--- config.mk ---
export PLATFORM = sky130hd
export DESIGN_NAME = trap_csr_unit
export DESIGN_NICKNAME = d
export VERILOG_FILES = /design/src/rtl/trap_csr_unit.sv
export SDC_FILE = /design/constraint.sdc
export NUM_CORES = 1
export LEC_CHECK = 0
export CAP_MARGIN = 20
export CORE_AREA = 5 5 313 315
export DETAILED_ROUTE_END_ITERATION = 10
export DIE_AREA = 0 0 318 320
export GPL_ROUTABILITY_DRIVEN = 0
export PLACE_DENSITY_LB_ADDON = 0.3
export SLEW_MARGIN = 20
export SYNTH_ARGS = -nofsm -noshare
export SYNTH_HDL_FRONTEND = slang
export SYNTH_SLANG_ARGS = --single-unit
export TNS_END_PERCENT = 20
--- constraint.sdc ---
create_clock -name clk -period 19.8 [get_ports clk]
set_input_delay 2.97 -clock clk [delete_from_list [all_inputs] [get_ports clk]]
set_output_delay 2.97 -clock clk [all_outputs]
set_load 0.02 [all_outputs]
--- src/rtl/trap_csr_unit.sv ---
// Machine-mode trap sequencer and CSR file (mstatus/mie/mip/mtvec/mepc/mcause/mtval).
// Define TRAP_VECTORED_EN to enable vectored interrupt dispatch when mtvec[0] is set.
module trap_csr_unit #(
    parameter int XLEN = 64
) (
    input  logic            clk,
    input  logic            rst,
    input  logic            req_valid,
    output logic            req_ready,
    input  logic            req_is_mret,
    input  logic            req_is_exception,
    input  logic [5:0]      req_code,
    input  logic [XLEN-1:0] req_pc,
    input  logic [XLEN-1:0] req_tval,
    input  logic            ext_meip,
    input  logic            ext_mtip,
    input  logic            ext_msip,
    input  logic            csr_we,
    input  logic [11:0]     csr_waddr,
    input  logic [XLEN-1:0] csr_wdata,
    input  logic [11:0]     csr_raddr,
    output logic [XLEN-1:0] csr_rdata,
    output logic [1:0]      mode,
    output logic [XLEN-1:0] mstatus,
    output logic [XLEN-1:0] mepc,
    output logic [XLEN-1:0] mcause,
    output logic [XLEN-1:0] mtval,
    output logic [XLEN-1:0] mtvec,
    output logic [XLEN-1:0] mie,
    output logic [XLEN-1:0] mip,
    output logic            irq_pending,
    output logic [5:0]      irq_code,
    output logic            busy,
    output logic            redirect_valid,
    output logic [XLEN-1:0] redirect_pc
);

    localparam logic [11:0] ADDR_MSTATUS = 12'h300;
    localparam logic [11:0] ADDR_MIE     = 12'h304;
    localparam logic [11:0] ADDR_MTVEC   = 12'h305;
    localparam logic [11:0] ADDR_MEPC    = 12'h341;
    localparam logic [11:0] ADDR_MCAUSE  = 12'h342;
    localparam logic [11:0] ADDR_MTVAL   = 12'h343;
    localparam logic [11:0] ADDR_MIP     = 12'h344;

    localparam logic [XLEN-1:0] WORD_MASK  = {{(XLEN-2){1'b1}}, 2'b00};
    localparam logic [XLEN-1:0] MTVEC_MASK = {{(XLEN-2){1'b1}}, 2'b01};

    typedef enum logic [1:0] {IDLE, SAVE, RESTORE, DONE} state_t;

    state_t          state;
    state_t          state_next;
    logic            accept;
    logic            sw_write;
    logic            is_mret_q;
    logic [XLEN-1:0] mip_sample;
    logic [XLEN-1:0] enabled_irqs;
    logic [XLEN-1:0] trap_target;

    assign accept   = (state == IDLE) && req_valid;
    // A request accepted on the same cycle wins over a software write.
    assign sw_write = (state == IDLE) && csr_we && !req_valid;

    always_ff @(posedge clk or posedge rst) begin
        if (rst) state <= IDLE;
        else     state <= state_next;
    end

    always_comb begin
        state_next = state;
        case (state)
            IDLE:    if (accept) state_next = req_is_mret ? RESTORE : SAVE;
            SAVE:    state_next = DONE;
            RESTORE: state_next = DONE;
            DONE:    state_next = IDLE;
            default: state_next = IDLE;
        endcase
    end

    always_comb begin
        busy           = (state != IDLE);
        req_ready      = (state == IDLE);
        redirect_valid = (state == DONE);
        redirect_pc    = '0;
        if (state == DONE) redirect_pc = is_mret_q ? mepc : trap_target;
    end

    always_comb begin
        mip_sample     = '0;
        mip_sample[11] = ext_meip;
        mip_sample[7]  = ext_mtip;
        mip_sample[3]  = ext_msip;
    end

    always_comb begin
        trap_target = mtvec & WORD_MASK;
`ifdef TRAP_VECTORED_EN
        if (mtvec[0] && mcause[XLEN-1])
            trap_target = (mtvec & WORD_MASK) + (XLEN'(mcause[5:0]) << 2);
`endif
    end

    always_ff @(posedge clk or posedge rst) begin
        if (rst) begin
            mode      <= 2'd3;
            mstatus   <= '0;
            mepc      <= '0;
            mcause    <= '0;
            mtval     <= '0;
            mtvec     <= '0;
            mie       <= '0;
            mip       <= '0;
            is_mret_q <= 1'b0;
        end else begin
            mip <= mip_sample;
            case (state)
                IDLE: begin
                    if (accept) begin
                        is_mret_q <= req_is_mret;
                        if (!req_is_mret) begin
                            mepc   <= req_pc & WORD_MASK;
                            mtval  <= req_tval;
                            mcause <= {!req_is_exception, {(XLEN-7){1'b0}}, req_code};
                        end
                    end else if (sw_write) begin
                        case (csr_waddr)
                            ADDR_MSTATUS: mstatus <= csr_wdata;
                            ADDR_MIE:     mie     <= csr_wdata;
                            ADDR_MTVEC:   mtvec   <= csr_wdata & MTVEC_MASK | (csr_wdata & ~WORD_MASK & MTVEC_MASK);
                            ADDR_MEPC:    mepc    <= csr_wdata & WORD_MASK;
                            ADDR_MCAUSE:  mcause  <= csr_wdata;
                            ADDR_MTVAL:   mtval   <= csr_wdata;
                            default: ;
                        endcase
                    end
                end
                SAVE: begin
                    mstatus[7]     <= mstatus[3];
                    mstatus[3]     <= 1'b0;
                    mstatus[12:11] <= mode;
                    mode           <= 2'd3;
                end
                RESTORE: begin
                    mode           <= mstatus[12:11];
                    mstatus[3]     <= mstatus[7];
                    mstatus[7]     <= 1'b1;
                    mstatus[12:11] <= 2'd0;
                end
                default: ;
            endcase
        end
    end

    always_comb begin
        enabled_irqs = mip & mie;
        irq_pending  = ((mode == 2'd0) || mstatus[3]) && (|enabled_irqs);
        irq_code     = 6'd0;
        if (irq_pending) begin
            if (enabled_irqs[11])     irq_code = 6'd11;
            else if (enabled_irqs[3]) irq_code = 6'd3;
            else if (enabled_irqs[7]) irq_code = 6'd7;
        end
    end

    always_comb begin
        csr_rdata = '0;
        case (csr_raddr)
            ADDR_MSTATUS: csr_rdata = mstatus;
            ADDR_MIE:     csr_rdata = mie;
            ADDR_MTVEC:   csr_rdata = mtvec;
            ADDR_MEPC:    csr_rdata = mepc;
            ADDR_MCAUSE:  csr_rdata = mcause;
            ADDR_MTVAL:   csr_rdata = mtval;
            ADDR_MIP:     csr_rdata = mip;
            default:      csr_rdata = '0;
        endcase
    end

endmodule

=== Word-level counts from Yosys, hierarchy flattened ===
Index checks and enable logic that the tools add are counted.
W data, S select, Z words.

* Flip-flop bits (word level): 392
* Bits in latches: 0
* Bits in writable memories: 0
* Bits in read-only memories: 0
* Input port bits: 231
* Logic and storage cells: 90
* Memories kept: 0

* $add $sub $neg: 0
* $mul: 0
* Divide/modulo/power cells: 0
* Order comparisons: 0
* Eq/ne operators: 21
* Shift-type cells: 0
* Mux-type cells: 29
* Bitwise gates (word level): 3
* Reduce and logical (&&, ||, !) cells: 26

{| class="wikitable"
|+ Operators by type and width
! cell !! number
|-
| $mux W64 || 14
|-
| $pmux W64 S7 || 1
|-
| $eq A12 B10 Y1 const B || 13
|-
| $and A12 B64 Y64 || 1
|-
| $or A64 B1 Y64 || 1
|-
| $reduce_or A64 Y1 || 1
|-
| $mux W13 || 3
|-
| $reduce_and A4 Y1 || 7
|-
| $pmux W2 S3 || 2
|-
| $reduce_bool A2 Y1 || 6
|-
| $mux W4 || 2
|-
| $mux W3 || 2
|-
| $ne A2 B1 Y1 const B || 3
|-
| $pmux W1 S3 || 2
|-
| $eq A2 B2 Y1 const B || 2
|-
| $logic_and A1 B1 Y1 || 4
|-
| $logic_not A2 Y1 || 2
|-
| $mux W2 || 2
|-
| $ne A2 B2 Y1 const B || 2
|-
| $pmux W2 S2 || 1
|-
| $reduce_bool A3 Y1 || 1
|-
| $eq A2 B1 Y1 const B || 1
|-
| $logic_not A1 Y1 || 2
|-
| $reduce_and A2 Y1 || 1
|-
| 3 further kinds || 3
|}

=== Longest topological paths before layout ===
* Depth in word-level cells: 6
* Depth in mapped cells: 8
* Depth with buffers taken out: 6

=== Least setup slack after synthesis ===
No wires, ideal clock.

* Path kind: input port to output port
* Start point: input port csr_raddr[3]
* End point: output port csr_rdata[10]
* Arrival time: 4.655 ns
* Data required time: 16.830 ns
* Slack: 12.175 ns
* Cell stages on the path: 5
* Path buffers: 1
* Cells stage by stage: or4_1 > nor4_2 > clkbuf_1 > nand2_1 > o211ai_1

* Cells in the longest elaborated chain, start to end: 2

{| class="wikitable"
|+ RTL lines
! item !! line !! RTL
|-
| start, declared || 21 || <nowiki>input logic [11:0] csr_raddr,</nowiki>
|-
| $eq A12 B10 Y1 || 167 || <nowiki>case (csr_raddr)</nowiki>
|-
| $pmux W64 S7 * || 167 ||
|-
| end, declared || 22 || <nowiki>output logic [XLEN-1:0] csr_rdata,</nowiki>
|}

Every way passes the cells marked *; elsewhere a longest branch is shown, timed or not.

=== Final worst setup path ===
* Start point: input port csr_raddr[3]
* End point: output port csr_rdata[43]

Same word-level chain as after synthesis.

==> metrics <==
Slew HR=0.2574; Initial Utilization=0.2191; Peak Freq=105.2 MHz; hpwl dp=73580 um; CP Launch Point=csr_raddr[3]; initial antenna violation count=11; routing usage on met1=0.2423; worst-path fanout max=36; worst skew pair latency=0.59 ns; Setup Crit Path Kind=input pin to primary output; RSZ-0062 raised after global routing=false; commonest non-fill, non-tap cell in the layout=clkdlybuf4s50_1; WP data required=16.83 ns; Die H=320 um; Num CTS Buffers=49; pins over their slew limit=0; Final ANT Viol Nets=0; grt peak-use layer=met2; Hold/Removal Path Class=flip-flop to flip-flop; switching part of the total=0.3888; clk_skew=0.01734 ns; setup violators final=0; Seq/Total Area, Yosys=0.4697; WL/cell=27.17 um; clock group share of total power=0.274; # resized after CTS=0; row cnt=113; Total GRT Usage=0.1981; Internal Dissipation=1.948 mW; post-synthesis instance total=1917; DRC=0; vias in the first global route=19302; Fin Hold WS=0.5157 ns; met2 GRT Util=0.3484; IO Count=819; worst vdd ir=0.06070 mV; via count=18494; Comb power frac=0.372; Setup Fix Bufs, Post-CTS=0; nature of the critical path endpoint=primary output; clk buf depth=3; Final TNS setup=0 ns; largest net degree at the start of global routing=112; ys flop type=dfrtp_1; Post-synth EDFFs=0; die area=101800 um2; Final period util=0.4802; Yosys reg bits=389; Die Wd=318 um; CTS tree=yes; outcome=finished, final reports clean; Port Buffers=748; core area=94590 um2; clk sinks=389; Nets=2841; remaining global-route overflow=0; power density cells=103.6 nW/um2; ratio of cells with drive above 1 in the final layout=0.05112; first-pass GRT wire length=149100 um; Arrival @ worst endpoint=6.54 ns; synth warn=0; mapped cell area=20730 um2; max-cap violations=0; htree depth=2; RR Startpoint=state[0]$_DFFE_PP0N_; Sw Pwr=1.239 mW; Post-Route WL=106300 um; Period minus WS final=9.509 ns; met3 Resource Use GR=0.05103; crit start category=input pin; clock-pin slew on the worst setup and hold paths=0.06 ns; CTS Hold Buffers Added=0; Flop pwr share=0.354; Layout fillers=9800; Initial DRC Count=980; Distinct cells, synth=58; post-DR vias/cell=4.729; Root Buffer=clkbuf_16; 1st-pass router iterations=5; HP Start=mstatus[26]$_DFFE_PP0P_; Post-Syn Area per Cell=10.81 um2; Lkg Pwr=13.03 nW; Final Hold Vio Count=0; Area growth, synth to finish=48.32%; Synth async-reset ratio=1.000; commonest cells after routing, fill and taps aside=clkdlybuf4s50_1, dfrtp_1, mux2i_1; Slew @ Worst Pin=1.114 ns
state kept, by name, summed over array words and instances (netlist names):
register	cells
mtval	64
mstatus	64
mepc	62
mip	3
mtvec	63
mie	64
mode	2
state	2
mcause	64
is_mret_q	1
logic make-up after synthesis:
logic type / share of synthesized area
AOI/OAI and AO/OA: 0.1463
DFF: 0.4697
other: 0.0001809
and+or+nand+nor: 0.08318
buffers and inverters: 0.07062
adders and majority gates: 0.003018
muxes: 0.2270
power groups by stage:
stage               sequential, mW  combinational (mW)  clock [mW]
global placement              1.14                1.19           0
floorplan                     1.23               0.474           0
finish                        1.13                1.19       0.872
global route                  1.15                1.27       0.924
CTS                           1.13                1.20       0.900
detailed placement            1.14                1.20           0
stage by stage:
step	utilization	instances	power [mW]	setup WS, ns	cell area, um2
6_report	0.3250	3911	3.187	10.29	30740
4_1_cts	0.3249	3906	3.226	10.24	30730
5_1_grt	0.3250	3911	3.340	10.14	30740
3_3_place_gp	0.3089	3819	2.326	10.26	29220
3_5_place_dp	0.3089	3819	2.335	10.25	29220
2_1_floorplan	-	1984	1.701	6.021	20980
worst paths after layout:
| check | endpoint | slack, ns | cells after the start |
|---|---|---|---|
| setup reg to reg | mepc[47]$_DFFE_PP0P_ | 14.94 | 8 |
| max in group asynchronous | mtvec[16]$_DFFE_PP0P_ | 13.98 | 5 |
| hold reg to reg | mstatus[26]$_DFFE_PP0P_ | 0.52 | 1 |
| setup / recovery | csr_rdata[43] | 10.29 | 8 |
| hold / removal | mstatus[26]$_DFFE_PP0P_ | 0.52 | 1 |
| min in group asynchronous | mstatus[46]$_DFFE_PP0P_ | 2.96 | 2 |
layout make-up:
type                       count  area [um2]  share of cell area
antenna                        5       12.51           0.0004070
clock buffer                  74        1410             0.04587
clock inverter                13       103.9            0.003378
inverter                      67       259.0            0.008424
multi-input combinational   1314        9883              0.3215
sequential                   389        9741              0.3168
tap                         1265        1583             0.05148
timing repair buffer         784        7752              0.2522
cells in the mapped netlist, types with 6 or more instances:
library cell  number  share of area
o2bb2ai_1         61          0.026
clkbuf_1          90          0.016
nor2_1            22         0.0040
buf_1             20         0.0036
inv_1             67          0.012
buf_2             24         0.0058
nand2_1          138          0.025
and2_1            63          0.019
a22o_1            57          0.024
mux2_1           192           0.10
o21ai_1          125          0.030
nor2b_1           64          0.019
o21ai_0            6         0.0014
buf_12             6         0.0058
mux2i_1          253           0.12
dfrtp_1          387           0.47
buf_4             73          0.026
a21oi_1          135          0.033
o22a_1             8         0.0034
o211ai_1          57          0.021
routing by layer:
layer / wire length [um] / vias up
li1: - / 8097
met1: 43150 / 9465
met2: 52900 / 769
met3: 7448 / 159
met4: 2723 / 4
met5: 27 / -
critical path, stage by stage:
cell,delay [ns]
clkdlybuf4s50_1,0.39
or4_1,0.66
nor4_4,0.30
buf_4,0.50
buf_4,0.65
nand2_1,0.12
o211ai_1,0.22
clkdlybuf4s50_1,0.71
(Power assumes the default switching activity.)
